## config.mk

```make
export PLATFORM = sky130hd
export DESIGN_NAME = pc_gen_unit
export DESIGN_NICKNAME = d
export VERILOG_FILES = /design/src/rtl/pc_gen_unit.sv
export SDC_FILE = /design/constraint.sdc
export NUM_CORES = 1
export LEC_CHECK = 0
export ABC_AREA = 1
export BUFFER_PORTS_ARGS = -buffer_cell sky130_fd_sc_hd__buf_2
export CORE_AREA = 2 2 120 122
export CTS_CLUSTER_DIAMETER = 30
export DETAILED_ROUTE_END_ITERATION = 6
export DIE_AREA = 0 0 122 124
export PLACE_DENSITY = 0.79
export SKIP_CTS_REPAIR_TIMING = 1
export SYNTH_ARGS = -nofsm -noshare
export SYNTH_HDL_FRONTEND = slang
export SYNTH_SLANG_ARGS = --single-unit
```

## constraint.sdc

```tcl
create_clock -name clk_i -period 3.15 [get_ports clk_i]
set_input_delay 0.315 -clock clk_i [delete_from_list [all_inputs] [get_ports clk_i]]
set_output_delay 0.315 -clock clk_i [all_outputs]
set_load 0.005 [all_outputs]
```

## src/rtl/pc_gen_unit.sv

```systemverilog
// rtl/pc_gen_unit.sv - program-counter generator with redirect arbitration, IF handshake and pending redirect capture
// Optional build macro: PC_MISALIGN_TRAP_EN (adds trap_vector_i / misaligned_o and misaligned-target replacement)
module pc_gen_unit #(
   parameter int unsigned     XLEN       = 32,
   parameter int unsigned     INST_BYTES = 4,
   parameter logic [XLEN-1:0] RESET_PC   = '0
) (
   input  logic            clk_i,
   input  logic            reset_i,
   input  logic            enable_design,
   input  logic [XLEN-1:0] initial_pc_i,
   output logic [XLEN-1:0] pc_o,
   output logic            pc_valid_o,
   input  logic            pc_ready_i,
   input  logic            jump_i,
   input  logic            branch_i,
   input  logic [XLEN-1:0] target_i,
   input  logic            irq_i,
   input  logic [XLEN-1:0] irq_vector_i,
   input  logic            mret_i,
   input  logic [XLEN-1:0] mepc_i,
`ifdef PC_MISALIGN_TRAP_EN
   input  logic [XLEN-1:0] trap_vector_i,
   output logic            misaligned_o,
`endif
   output logic            redirect_o,
   output logic            redirect_pending_o,
   output logic [XLEN-1:0] next_pc_o
);

   typedef enum logic [1:0] {
      ST_INIT = 2'd0,
      ST_RUN  = 2'd1,
      ST_HOLD = 2'd2
   } state_t;

   localparam logic [XLEN-1:0] PC_INC = XLEN'(INST_BYTES);

   state_t          state_q, state_d;
   logic [XLEN-1:0] pc_q, pc_d;
   logic            pend_valid_q, pend_valid_d;
   logic [XLEN-1:0] pend_pc_q, pend_pc_d;

   logic            live_req;
   logic [XLEN-1:0] live_raw;
   logic [XLEN-1:0] live_tgt;
   logic [XLEN-1:0] seq_pc;
   logic            pc_valid;
   logic            redirect;
   logic [XLEN-1:0] next_pc;

`ifdef PC_MISALIGN_TRAP_EN
   logic            pend_mis_q, pend_mis_d;
   logic            live_mis;
   logic            mis_pulse;
`endif

   // Pick the winning live redirect source: mret beats irq beats jump/branch.
   always_comb begin
      live_req = mret_i | irq_i | jump_i | branch_i;
      live_raw = target_i;
      if (mret_i) begin
         live_raw = mepc_i;
      end else if (irq_i) begin
         live_raw = irq_vector_i;
      end
   end

`ifdef PC_MISALIGN_TRAP_EN
   // Swap a misaligned redirect target for the trap vector; mret targets included.
   always_comb begin
      live_mis = 1'b0;
      if (INST_BYTES == 2) begin
         live_mis = live_raw[0];
      end else begin
         live_mis = |live_raw[1:0];
      end
      live_tgt = live_mis ? trap_vector_i : live_raw;
   end
`else
   // Targets pass through untouched when the misalignment trap is not built.
   always_comb begin
      live_tgt = live_raw;
   end
`endif

   assign seq_pc = pc_q + PC_INC;

   // Next-state, PC update and handshake outputs; disabled cycles keep every flop.
   always_comb begin
      state_d      = state_q;
      pc_d         = pc_q;
      pend_valid_d = pend_valid_q;
      pend_pc_d    = pend_pc_q;
      pc_valid     = 1'b0;
      redirect     = 1'b0;
      next_pc      = seq_pc;
`ifdef PC_MISALIGN_TRAP_EN
      pend_mis_d   = pend_mis_q;
      mis_pulse    = 1'b0;
`endif

      case (state_q)
         ST_INIT: begin
            // Redirects are ignored until the first PC has been loaded.
            next_pc = initial_pc_i;
            if (enable_design) begin
               pc_d         = initial_pc_i;
               state_d      = ST_RUN;
               pend_valid_d = 1'b0;
            end
         end

         ST_RUN: begin
            pc_valid = enable_design;
            next_pc  = live_req ? live_tgt : seq_pc;
            if (enable_design) begin
               if (live_req) begin
                  // Redirects in RUN apply immediately, ready or not.
                  pc_d     = live_tgt;
                  redirect = 1'b1;
`ifdef PC_MISALIGN_TRAP_EN
                  mis_pulse = live_mis;
`endif
               end else if (pc_ready_i) begin
                  pc_d = seq_pc;
               end else begin
                  state_d = ST_HOLD;
               end
            end
         end

         ST_HOLD: begin
            pc_valid = enable_design;
            if (live_req) begin
               next_pc = live_tgt;
            end else if (pend_valid_q) begin
               next_pc = pend_pc_q;
            end
            if (enable_design) begin
               if (pc_ready_i) begin
                  state_d      = ST_RUN;
                  pend_valid_d = 1'b0;
                  if (live_req) begin
                     // A live redirect supersedes whatever was pending.
                     pc_d     = live_tgt;
                     redirect = 1'b1;
`ifdef PC_MISALIGN_TRAP_EN
                     mis_pulse = live_mis;
`endif
                  end else if (pend_valid_q) begin
                     pc_d     = pend_pc_q;
                     redirect = 1'b1;
`ifdef PC_MISALIGN_TRAP_EN
                     mis_pulse = pend_mis_q;
`endif
                  end else begin
                     pc_d = seq_pc;
                  end
               end else if (live_req) begin
                  // Stalled: park the newest redirect, overwriting any older one.
                  pend_valid_d = 1'b1;
                  pend_pc_d    = live_tgt;
`ifdef PC_MISALIGN_TRAP_EN
                  pend_mis_d   = live_mis;
`endif
               end
            end
         end

         default: begin
            state_d      = ST_INIT;
            pend_valid_d = 1'b0;
         end
      endcase
   end

   // State, PC and pending-redirect registers with synchronous active-low reset.
   always_ff @(posedge clk_i) begin
      if (!reset_i) begin
         state_q      <= ST_INIT;
         pc_q         <= RESET_PC;
         pend_valid_q <= 1'b0;
         pend_pc_q    <= '0;
`ifdef PC_MISALIGN_TRAP_EN
         pend_mis_q   <= 1'b0;
`endif
      end else begin
         state_q      <= state_d;
         pc_q         <= pc_d;
         pend_valid_q <= pend_valid_d;
         pend_pc_q    <= pend_pc_d;
`ifdef PC_MISALIGN_TRAP_EN
         pend_mis_q   <= pend_mis_d;
`endif
      end
   end

   assign pc_o               = pc_q;
   assign pc_valid_o         = pc_valid;
   assign redirect_o         = redirect;
   assign redirect_pending_o = pend_valid_q;
   assign next_pc_o          = next_pc;
`ifdef PC_MISALIGN_TRAP_EN
   assign misaligned_o       = mis_pulse;
`endif

endmodule

```

After elaboration in Yosys (flattened, before gate mapping)
Cells that the tools add are included.
{ "op_classes": {"addsub": 1, "multipliers": 0, "div": 0, "magnitude_cmp": 0, "eq_ne": 10, "shift": 0, "mux": 33, "bitwise_logic": 5, "n_reduce_logical": 7} }
{ "ops": {"columns": ["op", "n"], "rows": [
  ["$mux 32", 11],
  ["$pmux 32 s3", 2],
  ["$add 32x3->32 const B", 1],
  ["$mux 2", 6],
  ["$ne 2x2->1 const B", 6],
  ["$reduce_and 6->1", 2],
  ["$mux 1", 11],
  ["$reduce_and 4->1", 2],
  ["$ne 3x3->1 const B", 2],
  ["$pmux 2 s3", 1],
  ["$or 1x1->1", 3],
  ["$pmux 1 s3", 1],
  ["$reduce_bool 3->1", 1],
  ["$eq 2x1->1 const B", 1],
  ["$eq 2x2->1 const B", 1],
  ["$logic_not 2->1", 1],
  ["$not 1->1", 2],
  ["$pmux 1 s2", 1],
  ["$reduce_or 2->1", 1]
]} }
{ "word_totals": {"regBits": 67, "latch_bits": 0, "ramBits": 0, "rom_bits": 0, "input_bits": 136, "elab_cells": 60, "mem_count": 0} }

Logic depth before layout (Yosys ltp)
Gate-level depths: netlist of run 1.
{ "logic_depth": {"depth_word": 7, "mapped_depth": 11, "ltp_nobuf": 11} }

Worst setup path before layout of run 1
Ideal clock, no wire load.
{ "synth_path": {"path_type": "register -> output", "startpoint": "register pc_q[2] (netlist: pc_o[2])", "endpoint": "output next_pc_o[30]", "arrival_time_ns": 1.510, "required_time_ns": 2.835, "slack_ns": 1.325, "path_stages_with_launch": 12, "n_path_buf": 0, "cell_sequence": "dfxtp_1 ha_1 nand2_1 nor2_1 nand2_2 nor2_1 nand2_1 nand2_1 nand2_1 nand2_1 nand2_1 a21oi_1"} }
{ "synth_between": {"elab_chain_cells": 4} }
{ "synth_lines": {"columns": ["item", "line", "source"], "rows": [
  ["start, declared", "40", "logic [XLEN-1:0] pc_q, pc_d;"],
  ["start signal, assigned", "190", "pc_q <= pc_d;"],
  ["$add 32x3->32 *", "87", "assign seq_pc = pc_q + PC_INC;"],
  ["$mux 32", "137", "end else if (pend_valid_q) begin"],
  ["$mux 32", "135", "if (live_req) begin"],
  ["$pmux 32 s3 *", "103", "case (state_q)"],
  ["end, declared", "28", "output logic [XLEN-1:0] next_pc_o"]
]} }
Every way passes the cells marked *; elsewhere a longest branch is shown, timed or not.

Worst setup path after layout of run 1
{ "layout_path": {"startpoint": "register state_q[0]", "endpoint": "output next_pc_o[28]"} }
{ "layout_between": {"elab_chain_cells": 2} }
{ "layout_lines": {"columns": ["item", "line", "source"], "rows": [
  ["start, declared", "39", "state_t state_q, state_d;"],
  ["start signal, assigned", "189", "state_q <= state_d;"],
  ["$eq 2x2->1, or another cell as far along", "103", null],
  ["$pmux 32 s3 *", "103", null]
]} }
Marked as above.

==> impl_metrics.env, run 1 <==
export IMPL_ys_ff_latch=67
export IMPL_boundaryPins=203
export IMPL_die_height_um=124
export IMPL_crit_arrival_ns=2.63
export IMPL_ys_warn_count=0
export IMPL_hold_viol=0
export IMPL_tightest_slew_ns=1.14
export IMPL_antenna_found_initial=0
export IMPL_cp_data_required_time_ns=2.83
export IMPL_status="completed"
export IMPL_cts_sinks=67
export IMPL_cp_start_kind="register"
export IMPL_critPathLaunch="state_q[0]"
export IMPL_worstHoldStart="mepc_i[30]"
export IMPL_worst_slack_ns=0.203
export IMPL_reg2reg_depth=8
export IMPL_fin_setup_tns_ns=0
export IMPL_hp_class="input port to register"
export IMPL_r2r_start="state_q[0]"
export IMPL_dpl_worst_slack_ns=0.121
export IMPL_cts_root_buffer="clkbuf_16"
export IMPL_num_vias=7768
export IMPL_placedCellCount=1406
export IMPL_max_freq_mhz=339
export IMPL_syn_num_nets=1220
export IMPL_grt_max_degree=66
export IMPL_layoutNonFillerInstCount=1424
export IMPL_wl_per_cell_um=15.9
export IMPL_path_class="register to output port"
export IMPL_drtAntennaViolNets=0
export IMPL_cts_tree="done"
export IMPL_post_route_period_util=0.936
export IMPL_grt_pass1_wl_mm=34.0
export IMPL_wl_mm=22.6
export IMPL_worstHoldPathCells=3
export IMPL_viasPerCell=5.46
export IMPL_cts_buffers=9
export IMPL_r2r_slack_ns=0.33
export IMPL_placed_area_um2=7080
export IMPL_cp_end_kind="output port"
export IMPL_start_util=0.444
export IMPL_drt_iter0_drc=856
export IMPL_synth_area_um2=6090
export IMPL_fin_util=0.537
export IMPL_cellLeakagePower_nw=3.58
export IMPL_reg2reg_to="pc_o[5]"
export IMPL_setup_viol=0
export IMPL_ys_seq_area_frac=0.220
export IMPL_die_width_um=122
export IMPL_synth_distinct_cells=34
export IMPL_layout_drive_gt1_share=0.204
export IMPL_grt_usage=0.288
export IMPL_rsz0062_at_grt="false"
export IMPL_drc=0
export IMPL_fin_area_um2=7370
export IMPL_finClkSkew_ns=0.00629
export IMPL_clk_latency_ns=0.34
export IMPL_fp_coreArea_um2=13700
export IMPL_clk_pin_slew_ns=0.06
export IMPL_fill_cells=1457
export IMPL_grt_pass1_vias=6466
export IMPL_fin_crit_ns=2.95
export IMPL_syn2layout_area_growth_pct=21.0
export IMPL_slew_viol_final=0
export IMPL_clockBufferDepth=2
export IMPL_place_congestion=0.974
export IMPL_avgSynthCellArea_um2=5.64
export IMPL_design_die_area_um2=15100
export IMPL_powerDensity_nw_per_um2=446
export IMPL_dp_hpwl_mm=16.9
export IMPL_crit_path_max_fanout=13
export IMPL_synth_cells=1079
export IMPL_maxCapViolCount=0
export IMPL_diodes=0
export IMPL_grt_remaining_overflow=0
export IMPL_ir_drop_v=0.000299
export IMPL_min_to="pend_pc_q[30]"
export IMPL_htreeDepth=3
export IMPL_first_pass_iters=6
export IMPL_rows=43
export IMPL_final_nets=1380
export IMPL_slew_headroom=0.237
export IMPL_port_buffers=202
## routing by layer
metal  vias to the layer above  track usage  wire length, µm
met5                         -            0                0
met4                         0       0.0970              594
met3                        47       0.0366             2110
met2                       427        0.429             9680
met1                      3404        0.425            10300
li1                       3890            -                -
## logic make-up (layout without fill, tap and decap cells)
| group | Yosys count | in the layout | share of synthesized area |
|---|---|---|---|
| adder cells (fa/ha/maj) | 5 | 5 | 0.0103 |
| AND/OR/NAND/NOR | 492 | 493 | 0.337 |
| AO/OA/AOI/OAI | 314 | 314 | 0.279 |
| buffers and inverters | 187 | 351 | 0.133 |
| XOR/XNOR | 14 | 14 | 0.0201 |
| flip-flops | 67 | 67 | 0.220 |
## critical path, cell delays in order, from the launching register on
cell and delay (ns):
dfxtp_1 0.37, inv_1 0.10, ha_1 0.35, nand2_1 0.24, clkinvlp_2 0.42, a21oi_1 0.41, nand3_1 0.14, nand2_1 0.08
a21oi_1 0.05, buf_2 0.13
## worst max path at each step
stage | to | cells after the start
after CTS | pc_o[5] | 8
after floorplan | next_pc_o[30] | 11
after global routing | next_pc_o[27] | 10
after global placement | pc_o[2] | 8
final | next_pc_o[28] | 9
after detailed placement | pc_o[5] | 8
## synthesized netlist by cell type (all sizes together)
cell / count / area (µm²)
inv: 113 / 424
a311oi: 1 / 8.76
nand4: 13 / 81.3
a21oi: 155 / 780
or2: 5 / 31.3
nor2: 130 / 508
o211ai: 13 / 97.6
a31oi: 13 / 81.3
nand3: 79 / 395
a22oi: 18 / 135
a211oi: 10 / 75.1
o21ai: 104 / 521
clkbuf: 38 / 144
ha: 5 / 62.6
nand2: 254 / 958
and2: 2 / 12.5
buf: 34 / 235
clkinv: 2 / 7.51
dfxtp: 67 / 1340
xor2: 9 / 78.8
nand3b: 4 / 30.0
xnor2: 5 / 43.8
nor3: 5 / 36.3
## per-stage QoR
| step | total power, mW | hold WS, ns |
|---|---|---|
| final | 3.29 | 0.253 |
| after global routing | 3.48 | 0.268 |
| after CTS | 3.26 | 0.252 |
| after detailed placement | 2.31 | 0.470 |
| after global placement | 2.30 | 0.454 |
| after floorplan | 1.84 | 0.445 |
## cell usage in the layout, fill, tap and decap left out, types with 10 or more instances in the layout
cell type / instances
a211oi_1: 10
nand3_1: 79
nor2_1: 126
a31oi_1: 13
o21ai_0: 100
inv_1: 109
dfxtp_1: 67
a22oi_1: 18
nand2_1: 252
o211ai_1: 13
buf_2: 202
buf_4: 17
a21oi_1: 154
nand4_1: 13
## cell type report
type	instances	area, µm²	share of cell area
clock buffers	11	243	0.0330
clock inverters	5	28.8	0.00391
inverters	115	435	0.0591
multi-input cells	826	3950	0.536
flip-flops and latches	67	1340	0.182
well taps	180	225	0.0306
repair buffers	219	1140	0.155
repair inverters	1	5.00	0.000679
## flip-flops by register name, summed over array words and instances (netlist names)
signal and count:
redirect_pending_o 1, state_q 2, pc_o 32, pend_pc_q 32
## power by group
| group | leakage [nW] | total (mW) | switching (mW) | internal [mW] |
|---|---|---|---|---|
| Clock | 0.139 | 0.953 | 0.403 | 0.550 |
| Sequential | 0.548 | 1.07 | 0.134 | 0.932 |
| Combinational | 2.89 | 1.27 | 0.786 | 0.483 |
| Total | 3.58 | 3.29 | 1.32 | 1.97 |
Power figures use the tool's default switching activity.
==> run 2: changes to the inputs <==
--- a/config.mk
+++ b/config.mk
@@ -5,13 +5,12 @@
 export SDC_FILE = /design/constraint.sdc
 export NUM_CORES = 1
 export LEC_CHECK = 0
-export ABC_AREA = 1
 export BUFFER_PORTS_ARGS = -buffer_cell sky130_fd_sc_hd__buf_2
-export CORE_AREA = 2 2 120 122
+export CORE_AREA = 2 2 114 116
 export CTS_CLUSTER_DIAMETER = 30
 export DETAILED_ROUTE_END_ITERATION = 6
-export DIE_AREA = 0 0 122 124
-export PLACE_DENSITY = 0.79
+export DIE_AREA = 0 0 116 118
+export PLACE_DENSITY = 0.81
 export SKIP_CTS_REPAIR_TIMING = 1
 export SYNTH_ARGS = -nofsm -noshare
 export SYNTH_HDL_FRONTEND = slang
==> run 2 against run 1 <==
Against the previous run:
- count of clock-buffer cells in the layout stayed put
- sequential share of layout area is 1.2 points higher
- routed wire length is 14% lower
- power is 2.6% lower
- die area is 9.5% lower
- worst setup slack better by 0.029 ns
- largest cell class unchanged
- first-iteration DRC count is 16% lower
- sequential cell count stayed put
==> impl_metrics.env, run 2 <==
export IMPL_status="completed"
export IMPL_synth_top_family_by_area="compound AO/OA/AOI/OAI gates"
export IMPL_grt_usage=0.279
export IMPL_crit_path_max_fanout=8
export IMPL_syn_num_nets=917
export IMPL_clk_latency_ns=0.35
export IMPL_grt_pass1_vias=6136
export IMPL_yosysMostFrequentCell="nand2_1"
export IMPL_syn2layout_area_growth_pct=26.0
export IMPL_synthAdderAreaFrac=0.0114
export IMPL_synth_distinct_cells=49
export IMPL_cts_root_buffer="clkbuf_16"
export IMPL_rows=41
export IMPL_clk_pin_slew_ns=0.06
export IMPL_slew_headroom=0.257
export IMPL_start_util=0.443
export IMPL_cellLeakagePower_nw=2.96
export IMPL_cts_sinks=67
export IMPL_post_route_period_util=0.927
export IMPL_synth_xor_area_frac=0.0414
export IMPL_cp_data_required_time_ns=2.83
export IMPL_avgSynthCellArea_um2=7.08
export IMPL_cp_start_kind="register"
export IMPL_htreeDepth=3
export IMPL_grt_max_degree=43
export IMPL_cts_tree="done"
export IMPL_clockBufferDepth=2
export IMPL_critPathTopFamily="simple AND/OR/NAND/NOR gates"
export IMPL_synth_area_um2=5490
export IMPL_placed_area_um2=6580
export IMPL_hold_viol=0
export IMPL_design_die_area_um2=13700
export IMPL_ys_warn_count=0
export IMPL_wl_mm=19.4
export IMPL_port_buffers=202
export IMPL_synth_edf_count=0
export IMPL_r2r_slack_ns=0.40
export IMPL_hp_class="input port to register"
export IMPL_ys_seq_area_frac=0.244
export IMPL_final_cell_mix="buf_2 (202), nand2_1 (122), a21oi_1 (106)"
export IMPL_boundaryPins=203
export IMPL_rsz0062_at_grt="false"
export IMPL_first_pass_iters=5
export IMPL_synth_compound_area_frac=0.378
export IMPL_drt_iter0_drc=719
export IMPL_r2r_start="state_q[0]"
export IMPL_grt_remaining_overflow=0
export IMPL_reg2reg_depth=8
export IMPL_layout_drive_gt1_share=0.267
export IMPL_synth_cells=776
export IMPL_tightest_slew_ns=1.11
export IMPL_ys_ff_latch=67
export IMPL_worstHoldStart="initial_pc_i[25]"
export IMPL_die_width_um=116
export IMPL_cp_end_kind="output port"
export IMPL_maxCapViolCount=0
export IMPL_viasPerCell=5.91
export IMPL_crit_slowest_cell="dfxtp_1"
export IMPL_worstHoldPathCells=3
export IMPL_fp_coreArea_um2=12400
export IMPL_min_to="pc_o[25]"
export IMPL_powerDensity_nw_per_um2=463
export IMPL_die_height_um=118
export IMPL_path_class="register to output port"
export IMPL_setup_viol=0
export IMPL_yosys_area_share_simple=0.196
export IMPL_cts_buffers=9
export IMPL_place_congestion=0.920
export IMPL_synthMuxAreaShare=0.0658
export IMPL_fin_area_um2=6920
export IMPL_ir_drop_v=0.000272
export IMPL_dp_hpwl_mm=14.1
export IMPL_crit_buf_inv=1
export IMPL_max_freq_mhz=343
export IMPL_fin_crit_ns=2.92
export IMPL_reg2reg_to="pc_o[9]"
export IMPL_slew_viol_final=0
export IMPL_synth_top_area_frac=0.244
export IMPL_layout_commonest_cell="buf_2"
export IMPL_critPathMaxStageDelay_ns=0.46
export IMPL_crit_chain="ha_1, and3_1, nand4_1, nor3_1, xor2_1, o221ai_1, a21oi_1, buf_2"
export IMPL_synthTopCellsByArea="dfxtp_1 (24%), a21oi_1 (9.7%), nand2_1 (8.3%)"
export IMPL_synthTopCellsByCount="nand2_1 (122), a21oi_1 (106), o21ai_0 (84), dfxtp_1 (67), clkbuf_1 (51)"
export IMPL_synth_area_leader_cell="dfxtp_1"
export IMPL_fin_setup_tns_ns=0
export IMPL_drtAntennaViolNets=0
export IMPL_antenna_found_initial=2
export IMPL_grt_pass1_wl_mm=30.4
export IMPL_postSynth_asyncResetShare=0
export IMPL_crit_arrival_ns=2.60
export IMPL_drc=0
export IMPL_wl_per_cell_um=17.3
export IMPL_finClkSkew_ns=0.00803
export IMPL_final_nets=1080
export IMPL_ys_flop_type="dfxtp_1"
export IMPL_num_vias=6610
-- run 2: final cells by class --
type | count | area (µm²)
fill | 1234 | 5490
multi-input combinational | 630 | 3820
sequential | 67 | 1340
timing repair buffer | 223 | 1170
clock buffer | 11 | 243
tap | 172 | 215
clock inverter | 5 | 100
inverter | 8 | 30.0
antenna | 2 | 5.00
-- run 2: how the worst max path moves through the flow --
stage	from	endpoint	slack, ns	depth (start not counted)
CTS	state_q[0]	next_pc_o[5]	0.17	9
global route	pc_o[2]	next_pc_o[24]	0.04	8
detailed placement	mret_i	pc_o[9]	0.47	7
global placement	mret_i	pc_o[9]	0.55	7
finish	pc_o[2]	next_pc_o[24]	0.23	8
floorplan	state_q[0]	next_pc_o[16]	0.94	9
-- run 2: cell families after synthesis --
group	count (synthesis)
flops	67
buf+inv	79
compound gates	333
simple gates	230
fa+ha+maj	5
xor+xnor	26
mux	36
-- run 2: per-stage QoR --
| stage | worst slack (ns) | cells | total power [mW] | utilization | hold WS [ns] |
|---|---|---|---|---|---|
| 4_1_cts | 0.169 | 1116 | 3.19 | 0.557 | 0.269 |
| 5_1_grt | 0.0379 | 1118 | 3.36 | 0.558 | 0.289 |
| 3_5_place_dp | 0.474 | 1100 | 2.01 | 0.530 | 0.472 |
| 3_3_place_gp | 0.549 | 1100 | 2.00 | 0.530 | 0.455 |
| 6_report | 0.231 | 1118 | 3.20 | 0.558 | 0.270 |
| 2_1_floorplan | 0.938 | 776 | 1.60 | - | 0.444 |
-- run 2: layer usage --
layer  GRT usage  share of wire  routed length [µm]  up-vias
met5           0              0                   0        -
met4       0.110          0.031                 596        0
met3      0.0479          0.076                1480       46
met2       0.489           0.50                9740      360
met1       0.332           0.39                7580     3032
li1            -              -                   -     3172
-- run 2: report_power, final --
part	switching, mW	internal [mW]	total [mW]
Combinational	0.566	0.431	0.997
Sequential	0.0994	0.912	1.01
Clock	0.403	0.793	1.20
-- run 2: worst reg2reg max path: stages (launching register included) --
cell and delay [ns]:
dfxtp_1 0.33, inv_1 0.10, ha_1 0.33, nor2b_1 0.33, a2bb2oi_1 0.38, or3_1 0.69, buf_4 0.30, a21oi_1 0.05
a21oi_1 0.17
==> run 3: changes to the inputs <==
--- a/config.mk
+++ b/config.mk
@@ -10,6 +10,8 @@
 export CTS_CLUSTER_DIAMETER = 30
 export DETAILED_ROUTE_END_ITERATION = 6
 export DIE_AREA = 0 0 116 118
+export HOLD_SLACK_MARGIN = 0.15
+export MAX_ROUTING_LAYER = met4
 export PLACE_DENSITY = 0.81
 export SKIP_CTS_REPAIR_TIMING = 1
 export SYNTH_ARGS = -nofsm -noshare
==> constraint.sdc (replaced) <==
create_clock -name clk_i -period 3.15 [get_ports clk_i]
set_input_delay 0.315 -clock clk_i [delete_from_list [all_inputs] [get_ports clk_i]]
set_output_delay 0.315 -clock clk_i [all_outputs]
set_load 0.02 [all_outputs]
==> run 3 against run 2 <==
Against the previous run:
- combinational power increased by 18%
- worst hold slack improved by 0.0016 ns
- cell count about the same
- sequential share of layout area about the same
- global-route usage increased by 1.4 points
==> impl_metrics.env, run 3 (synthesis results as in run 2) <==
export IMPL_placed_area_um2=6580
export IMPL_reg2reg_depth=7
export IMPL_slew_viol_final=0
export IMPL_wl_mm=19.7
export IMPL_cts_root_buffer="clkbuf_16"
export IMPL_seqCellArea_um2=1340
export IMPL_grt_usage=0.293
export IMPL_max_freq_mhz=334
export IMPL_fin_crit_ns=2.99
export IMPL_cp_start_kind="register"
export IMPL_drc=0
export IMPL_whs_ns=0.272
export IMPL_p_sw_frac=0.366
export IMPL_antenna_found_initial=0
export IMPL_p_clk_frac=0.347
export IMPL_worstHoldStart="initial_pc_i[25]"
export IMPL_drtAntennaViolNets=0
export IMPL_maxCapViolCount=0
export IMPL_place_congestion=0.954
export IMPL_power_internal_mw=2.13
export IMPL_fin_util=0.559
export IMPL_post_route_period_util=0.950
export IMPL_multiInputGateArea_um2=3830
export IMPL_crit_arrival_ns=2.68
export IMPL_tightest_slew_ns=1.11
export IMPL_cts_tree="done"
export IMPL_path_class="register to output port"
export IMPL_syn2layout_area_growth_pct=26.3
export IMPL_ir_drop_v=0.000439
export IMPL_dp_hpwl_mm=14.3
export IMPL_p_comb_frac=0.350
export IMPL_worstHoldPathCells=3
export IMPL_grt_pass1_vias=6272
export IMPL_fin_total_pwr_mw=3.36
export IMPL_switching_power_mw=1.23
export IMPL_clockBufferDepth=2
export IMPL_wl_per_cell_um=17.6
export IMPL_num_vias=6667
export IMPL_fill_cells=1217
export IMPL_slew_headroom=0.259
export IMPL_cellLeakagePower_nw=2.96
export IMPL_cp_end_kind="output port"
export IMPL_rows=41
export IMPL_powerDensity_nw_per_um2=484
export IMPL_cts_buffers=9
export IMPL_port_buffers=202
export IMPL_diodes=0
export IMPL_hold_viol=0
export IMPL_status="completed"
export IMPL_grt_max_degree=65
export IMPL_fin_setup_tns_ns=0
export IMPL_crit_path_max_fanout=8
export IMPL_fin_area_um2=6940
export IMPL_final_cell_mix="buf_2 (202), nand2_1 (122), a21oi_1 (106)"
export IMPL_first_pass_iters=5
export IMPL_drt_iter0_drc=701
export IMPL_r2r_start="state_q[0]"
export IMPL_die_width_um=116
export IMPL_fp_coreArea_um2=12400
export IMPL_min_to="pc_o[25]"
export IMPL_die_height_um=118
export IMPL_clk_latency_ns=0.34
export IMPL_setup_viol=0
export IMPL_finClkSkew_ns=0.00840
export IMPL_design_die_area_um2=13700
export IMPL_grt_remaining_overflow=0
export IMPL_grt_pass1_wl_mm=30.9
export IMPL_final_nets=1081
export IMPL_cts_sinks=67
export IMPL_r2r_slack_ns=0.40
export IMPL_start_util=0.443
export IMPL_p_seq_frac=0.302
export IMPL_layout_drive_gt1_share=0.270
export IMPL_layout_commonest_cell="buf_2"
export IMPL_htreeDepth=3
export IMPL_clk_pin_slew_ns=0.06
export IMPL_reg2reg_to="pc_o[24]"
export IMPL_viasPerCell=5.97
export IMPL_cp_data_required_time_ns=2.83
export IMPL_boundaryPins=203
export IMPL_hp_class="input port to register"
==> run 3: per-stage QoR <==
step                      cells  setup slack (ns)
after floorplan             776             0.681
after global placement     1101             0.557
after detailed placement   1101             0.473
after CTS                  1117             0.167
after global routing       1117           -0.0363
final                      1117             0.159
==> run 3: worst max-delay path by stage <==
| stage | endpoint | cells past startpoint | startpoint | slack (ns) |
|---|---|---|---|---|
| after floorplan | next_pc_o[26] | 7 | pc_o[2] | 0.68 |
| after global placement | next_pc_o[19] | 6 | state_q[1] | 0.56 |
| after detailed placement | pc_o[18] | 7 | state_q[0] | 0.47 |
| after CTS | next_pc_o[24] | 8 | pc_o[2] | 0.17 |
| after global routing | next_pc_o[24] | 8 | pc_o[2] | -0.04 |
| final | next_pc_o[24] | 8 | pc_o[2] | 0.16 |
==> run 3: routing by layer <==
metal,up-vias,routed length (µm),GRT usage,share of wire
met2,382,9490,0.481,0.48
met4,0,1030,0.135,0.052
li1,3190,-,-,-
met5,-,0,-,0
met3,80,1590,0.0556,0.081
met1,3015,7580,0.343,0.38
==> run 3: area by class of cell <==
| cell class | instances | share of cell area |
|---|---|---|
| sequential | 67 | 0.193 |
| clock buffer | 13 | 0.0404 |
| tap | 172 | 0.0310 |
| clock inverter | 3 | 0.00973 |
| timing repair buffer | 224 | 0.170 |
| multi-input combinational | 630 | 0.551 |
| inverter | 8 | 0.00433 |
==> run 3: critical path, cell delays in order, from the launching register on <==
cell and delay, ns:
dfxtp_1 0.47, ha_1 0.25, and3_1 0.28, nand4_1 0.25, nor3_2 0.24, xor2_1 0.23, o221ai_1 0.17, a21oi_1 0.24
buf_2 0.21
==> run 3: power by group through the flow <==
stage | registers (mW) | logic [mW] | clock network [mW]
final | 1.02 | 1.18 | 1.17
after global routing | 1.03 | 1.27 | 1.22
after CTS | 1.01 | 1.16 | 1.18
after detailed placement | 1.03 | 1.15 | 0
after global placement | 1.03 | 1.14 | 0
after floorplan | 1.08 | 0.685 | 0
